--- src/rtl/cbd_collect_pkg.sv ---
// Shared types and constants for the CBD input collector.
// State encoding and the per-eta byte counts live here.
package cbd_collect_pkg;

    typedef enum logic [1:0] {
        ST_IDLE = 2'd0,
        ST_FILL = 2'd1,
        ST_DONE = 2'd2
    } state_e;

    localparam int CBD_N          = 256;
    localparam int CBD_BYTES_ETA2 = 128;
    localparam int CBD_BYTES_ETA3 = 192;

    function automatic int beats_for_bytes(input int n_bytes, input int w_din);
        return (n_bytes * 8) / w_din;
    endfunction

    function automatic logic eta_is_legal(input logic [1:0] eta);
        return (eta == 2'd2) || (eta == 2'd3);
    endfunction

endpackage

--- src/rtl/cbd_collect.sv ---
// Gathers SHAKE256 squeeze words into the byte bus consumed by the CBD sampler.
// Optional sticky protocol checker enabled by defining CBD_COLLECT_ERR_EN.
module cbd_collect
    import cbd_collect_pkg::*;
#(
    parameter int W_DIN   = 64,
    parameter int N_BYTES = 192
) (
    input  logic                   i_clk,
    input  logic                   i_rstn,
    input  logic                   i_start,
    input  logic [1:0]             i_eta,
    input  logic [W_DIN-1:0]       i_din,
    input  logic                   i_din_valid,
    output logic                   o_din_ready,
    output logic [N_BYTES*8-1:0]   o_ibytes,
    output logic                   o_valid,
    input  logic                   i_ready,
    output logic                   o_busy,
    output logic                   o_err
);

    localparam int TOT_BITS  = N_BYTES * 8;
    localparam int BPW       = W_DIN / 8;
    localparam int MAX_BEATS = beats_for_bytes(N_BYTES, W_DIN);
    localparam int NB_ETA2   = beats_for_bytes(CBD_BYTES_ETA2, W_DIN);
    localparam int CNT_W     = (MAX_BEATS > 1) ? $clog2(MAX_BEATS) : 1;

    localparam logic [CNT_W-1:0] LAST_ETA2 = CNT_W'(NB_ETA2 - 1);
    localparam logic [CNT_W-1:0] LAST_FULL = CNT_W'(MAX_BEATS - 1);

    state_e               state_q;
    logic [CNT_W-1:0]     count_q;
    logic                 eta2_q;
    logic [TOT_BITS-1:0]  ibytes_q;
    logic [TOT_BITS-1:0]  ibytes_d;
    logic                 valid_q;
    logic                 din_ready_q;
    logic [W_DIN-1:0]     din_rev;
    logic                 beat_fire;
    logic                 last_beat;

    // Byte 0 of the stream sits at the top of the bus, so each word is byte-reversed
    // before it lands in its slot.
    always_comb begin
        din_rev  = '0;
        ibytes_d = ibytes_q;
        for (int j = 0; j < BPW; j++) begin
            din_rev[W_DIN-1-8*j -: 8] = i_din[8*j +: 8];
        end
        for (int c = 0; c < MAX_BEATS; c++) begin
            if (count_q == CNT_W'(c)) begin
                ibytes_d[TOT_BITS-1-c*W_DIN -: W_DIN] = din_rev;
            end
        end
    end

    assign beat_fire = din_ready_q & i_din_valid;
    assign last_beat = (count_q == (eta2_q ? LAST_ETA2 : LAST_FULL));

    // Collection FSM; i_start restarts from any state and beats any same-cycle event.
    always_ff @(posedge i_clk or negedge i_rstn) begin
        if (!i_rstn) begin
            state_q     <= ST_IDLE;
            count_q     <= '0;
            eta2_q      <= 1'b0;
            ibytes_q    <= '0;
            valid_q     <= 1'b0;
            din_ready_q <= 1'b0;
        end else if (i_start) begin
            state_q     <= ST_FILL;
            count_q     <= '0;
            eta2_q      <= (i_eta == 2'd2);
            ibytes_q    <= '0;
            valid_q     <= 1'b0;
            din_ready_q <= 1'b1;
        end else begin
            case (state_q)
                ST_IDLE: begin
                end
                ST_FILL: begin
                    if (beat_fire) begin
                        ibytes_q <= ibytes_d;
                        if (last_beat) begin
                            state_q     <= ST_DONE;
                            count_q     <= '0;
                            valid_q     <= 1'b1;
                            din_ready_q <= 1'b0;
                        end else begin
                            count_q <= count_q + CNT_W'(1);
                        end
                    end
                end
                ST_DONE: begin
                    if (i_ready) begin
                        state_q <= ST_IDLE;
                        valid_q <= 1'b0;
                    end
                end
                default: begin
                    state_q     <= ST_IDLE;
                    count_q     <= '0;
                    valid_q     <= 1'b0;
                    din_ready_q <= 1'b0;
                end
            endcase
        end
    end

    assign o_ibytes    = ibytes_q;
    assign o_valid     = valid_q;
    assign o_din_ready = din_ready_q;
    assign o_busy      = (state_q != ST_IDLE);

`ifdef CBD_COLLECT_ERR_EN
    logic err_q;

    // Sticky until the next start, which re-evaluates only the new eta.
    always_ff @(posedge i_clk or negedge i_rstn) begin
        if (!i_rstn) begin
            err_q <= 1'b0;
        end else if (i_start) begin
            err_q <= !eta_is_legal(i_eta);
        end else if (i_din_valid && (state_q != ST_FILL)) begin
            err_q <= 1'b1;
        end
    end

    assign o_err = err_q;
`else
    assign o_err = 1'b0;
`endif

endmodule

--- config.mk ---
export PLATFORM = sky130hd
export DESIGN_NAME = cbd_collect
export DESIGN_NICKNAME = d
export VERILOG_FILES = /design/src/rtl/cbd_collect_pkg.sv /design/src/rtl/cbd_collect.sv
export SDC_FILE = /design/constraint.sdc
export NUM_CORES = 2
export LEC_CHECK = 0
export BUFFER_PORTS_ARGS = -buffer_cell sky130_fd_sc_hd__buf_2
export CAP_MARGIN = 15
export CELL_PAD_IN_SITES_DETAIL_PLACEMENT = 1
export CELL_PAD_IN_SITES_GLOBAL_PLACEMENT = 2
export CORE_AREA = 3 3 633 635
export CTS_CLUSTER_DIAMETER = 50
export DETAILED_ROUTE_END_ITERATION = 10
export DIE_AREA = 0 0 636 638
export GPL_TIMING_DRIVEN = 0
export PLACE_DENSITY = 0.5
export SLEW_MARGIN = 20
export SYNTH_ARGS = -nofsm -noshare
export SYNTH_HDL_FRONTEND = slang
export SYNTH_SLANG_ARGS = --single-unit
export TNS_END_PERCENT = 30
--- constraint.sdc ---
create_clock -name i_clk -period 1.7 [get_ports i_clk]
set_input_delay 0.085 -clock i_clk [delete_from_list [all_inputs] [get_ports i_clk]]
set_output_delay 0.085 -clock i_clk [all_outputs]
set_load 0.1 [all_outputs]
### Word level (Yosys, flattened, before mapping)

Index checks and enable logic that the tools add are counted.
Widths: inputs -> output; s select.

| storage, ports and cells | value |
|---|---|
| flip-flop bits (word level) | 1546 |
| output and inout port bits | 1540 |

| cells by class | value |
|---|---|
| add/subtract/negate cells | 1 |
| eq/ne operators | 32 |
| multiplexer cells | 46 |
| bitwise gates (word level) | 1 |
| reductions and logical operators | 57 |

Operators with widths:

| cell | count |
|---|---|
| $mux 1536 | 3 |
| $mux 64 | 24 |
| $reduce_and 3->1 | 25 |
| $reduce_bool 2->1 | 27 |
| $eq 5x4->1 const B | 8 |
| $eq 5x5->1 const B | 8 |
| $eq 5x3->1 const B | 4 |
| $mux 5 | 4 |
| $eq 5x2->1 const B | 2 |
| $pmux 5 s2 | 1 |
| $ne 3x3->1 const B | 3 |
| $mux 2 | 4 |
| $mux 1 | 7 |
| $pmux 2 s3 | 1 |
| $add 5x1->5 const B | 1 |
| $eq 5x1->1 const B | 1 |
| $eq 5x5->1 | 1 |
| $logic_not 5->1 | 1 |
| $eq 2x2->1 const B | 2 |
| $reduce_and 4->1 | 1 |
| $pmux 1 s3 | 1 |
| $eq 2x1->1 const B | 1 |
| $logic_not 2->1 | 1 |
| $ne 2x1->1 const B | 1 |
| other kinds (5) | 5 |

### Depth between registers and ports, before layout

| logic depth | value |
|---|---|
| depth in word-level cells | 6 |
| mapped depth | 9 |
| depth with buffers taken out | 6 |

### Least setup slack after synthesis

OpenSTA, ideal clock, no wires.

| timing | value |
|---|---|
| path type | register to register |
| from | register din_ready_q, in the netlist o_din_ready |
| to | register ibytes_q[1000], in the netlist o_ibytes[1000] |
| arrival time | 2.232 ns |
| required time | 1.553 ns |
| path slack | -0.679 ns |
| cell stages (with the launch flop) | 9 |
| buffers on the path | 4 |
| cell sequence | dfrtp_1 and3b_1 buf_2 buf_6 buf_6 nand4_4 buf_2 nand2_1 a21oi_2 |

| between the ends | value |
|---|---|
| longest elaborated chain between the ends | 3 |

Ends and longest elaborated chain:

| item | line | RTL |
|---|---|---|
| start: declaration | cbd_collect.sv:38 | `logic din_ready_q;` |
| start signal: assignment | cbd_collect.sv:69 | `din_ready_q <= 1'b0;` |
| start signal: assignment | cbd_collect.sv:76 | `din_ready_q <= 1'b1;` |
| start signal: assignment | cbd_collect.sv:88 | `din_ready_q <= 1'b0;` |
| $and 1x1->1 | cbd_collect.sv:58 | `assign beat_fire = din_ready_q & i_din_valid;` |
| $reduce_bool 2->1 (no source line) | - |  |
| $reduce_and 3->1 (no source line) | - |  |
| end signal: assignment | cbd_collect.sv:83 | `ibytes_q <= ibytes_d;` |
| end: declaration | cbd_collect.sv:35 | `logic [TOT_BITS-1:0] ibytes_q;` |

Every way passes these cells.
A chain may end at the register's enable or synchronous reset.

==> qor.yml <==
synth_area_per_cell_um2: 9.19
place_congestion: 0.837
crit_top_cell: "buf_12"
vias: 61600
worst_slew_pin_slew_ns: 1.35
vdd_ir_drop_max_uv: 764
rr_startpoint: "o_valid"
r2r_cells: 10
finalSetupTns_ns: -640.68
chipWidth_um: 636
slew_violations: 0
ff2ff_setup_slack_ns: -0.47
clock_skew_ns: 0.0401
drt_pass1_iterations: 7
routed_wl_um: 460000
grt_pass1_vias: 64300
reg2reg_to: "o_ibytes[930]"
dieArea_um2: 406000
yosys_warnings: 0
fin_crit_sh_pct: 128
synthesis.nets: 6969
cts_buffer_depth: 4
ctsHtreeMaxLevel: 5
cts-buffers-inserted: 319
pin_count: 1611
grt_pass1_wl_um: 594000
clkTransAtPathRegs_ns: 0.05
via_per_inst: 4.18
rows: 231
path_cells: "nand3b_4, buf_12, nor4_4, buf_4, buf_8, buf_12, buf_12, clkbuf_16, nand2_4, a21oi_2"
cp_slowest_cell: "dfrtp_4"
synthArstFlopShare_pct: 100
worst_ep_arrival_time_ns: 2.99
drive_gt1_share_pct: 36.7
nets: 9268
hold_viol_final: 235
hold_ws_ns: -0.788
drc: 0
cts-root-buf: "clkbuf_16"
yosysUniqueCellTypes: 45
synth-edff-count: 0
layout_setup_ws_ns: -0.474
synth_ff_type: "dfrtp_1"
hp-class: "in -> async"
dp_hpwl_um: 337000
start_util_pct: 16.0
syn2layout_area_growth_pct: 56.8
wl_per_cell_um: 31.3
detail-route-antenna-nets: 0
grt_usage_pct: 21.3
crit_path_start_kind: "flop"
syn_inst: 6893
p_leak_nw: 46.0
crit_required_ns: 2.51
ys_seq_area_share_pct: 61.0
chipHeight_um: 638
cts_tree: "built"
cts_sinks: 1545
setup_viol: 3076
critical_path.max_fanout: 6
critPathCaptureType: "flop"
max-slew-margin-rel_pct: 10.3
core_um2: 396000
grt_start_max_net_pins: 121
port_buffers: 1608
antenna_found_initial: 39
violations: "negative hold slack, negative setup slack"
ys_seq_elements: 1545
max_stage_delay_ns: 0.50
nFillCells: 45600
rsz0062_at_grt: "true"
crit_type: "reg -> reg"
power_density_nw_per_um2: 1170
drtIter0Drc: 3855
fin_util_pct: 25.1
max_cap_viol_count: 0
post-route-min-period_ns: 2.17
clock_latency_ns: 0.91
clock.fmax_mhz: 460
outcome: "finished with violations"
synthesis.area_um2: 63400
grt.overflow.total: 0
p_total_mw: 117
kinds of logic after synthesis:
group	Yosys count	share of synthesized area, %
xor gates and xnor gates	1	0.0138
AOI/OAI and AO/OA	1550	13.3
other	1	0.00592
buffers and inverters	635	5.93
DFF	1545	61.0
and+or+nand+nor	3156	19.6
adders and majority gates	5	0.0987
critical path: cells and delay by family (launching register included):
kind | cells | cell delay, ns
DFF | 1 | 0.50
AOI/OAI and AO/OA | 1 | 0.12
and+or+nand+nor | 3 | 0.49
buffers and inverters | 6 | 0.92
per-layer routing:
layer	vias to the layer above	GRT usage (%)	wire (um)
met1	32000	24.1	175000
li1	26900	-	-
met3	639	4.96	28000
met5	-	0	47
met2	2013	37.9	233000
met4	8	9.92	24800
how the worst max path moves through the flow:
stage	from	slack [ns]	cells after the start	end
6_report	o_valid	-0.47	10	o_ibytes[930]
5_1_grt	o_din_ready	-0.54	9	o_ibytes[1219]
4_1_cts	o_valid	-0.50	9	o_ibytes[947]
3_5_place_dp	i_rstn	-1.89	6	o_ibytes[928]
3_3_place_gp	i_rstn	-44.15	1	o_din_ready
2_1_floorplan	o_valid	-0.22	5	o_ibytes[579]
layout by cell type, fill, tap and decap left out, types with 116 or more instances in the layout:
cell	synthesis	layout
buf_4	46	137
nand2_4	0	129
clkbuf_16	0	380
clkbuf_1	288	212
dfrtp_1	1545	1540
nand2_1	3082	2919
a21oi_1	1358	1185
clkbuf_8	60	122
buf_2	186	1651
buf_12	1	116
a21oi_2	180	353
final cells by class:
class                           instances  area, um^2  share of cell area, %
Clock buffer                          418        8960                   9.01
Antenna cell                           20        50.0                 0.0504
Multi-Input combinational cell       4713       22900                   23.0
Sequential cell                      1545       38700                   38.9
Timing Repair Buffer                 1982       14000                   14.0
Inverter                                7        28.8                 0.0290
Buffer                                624        5530                   5.56
Clock inverter                        172        2750                   2.77
Tap cell                             5242        6560                   6.60
repair_timing:
item / CTS / global route
resized for setup: 392 / 791
setup endpoints to repair: 3512 / 3501
hold buffers: 97 / 9
gates cloned: 10 / 58
pin swaps: 33 / 226
buffers inserted: 83 / 66
hold endpoints to repair: 1283 / 316
Yosys cell counts (7+ instances only):
cell / number / area [um^2]
and4_1: 14 / 123
buf_2: 186 / 931
dfrtp_1: 1545 / 38700
buf_4: 46 / 345
clkbuf_8: 60 / 826
nand4_4: 16 / 340
buf_6: 47 / 529
a21oi_1: 1358 / 6800
a21oi_2: 180 / 1580
clkbuf_1: 288 / 1080
inv_1: 7 / 26.3
nand2_1: 3082 / 11600
registers in the layout, summed over array words and instances, names as in the netlist:
register     cells
state_q          1
o_ibytes      1536
count_q          5
o_din_ready      1
o_valid          1
eta2_q           1
stage by stage:
step	hold WS, ns	cell area [um^2]	setup WS, ns	cells
final	-0.788	99400	-0.474	14700
after global routing	-0.841	99300	-0.544	14700
after CTS	-0.928	94400	-0.500	14600
after detailed placement	0.0438	79200	-1.89	13800
after global placement	0.287	78100	-44.15	13700
after floorplan	-0.211	63400	-0.222	6893
report_power, final:
part	switching [mW]	total, mW	internal (mW)
registers	0.218	37.4	37.2
logic	8.05	9.93	1.87
clock network	23.8	69.3	45.5
(Power assumes the default switching activity.)
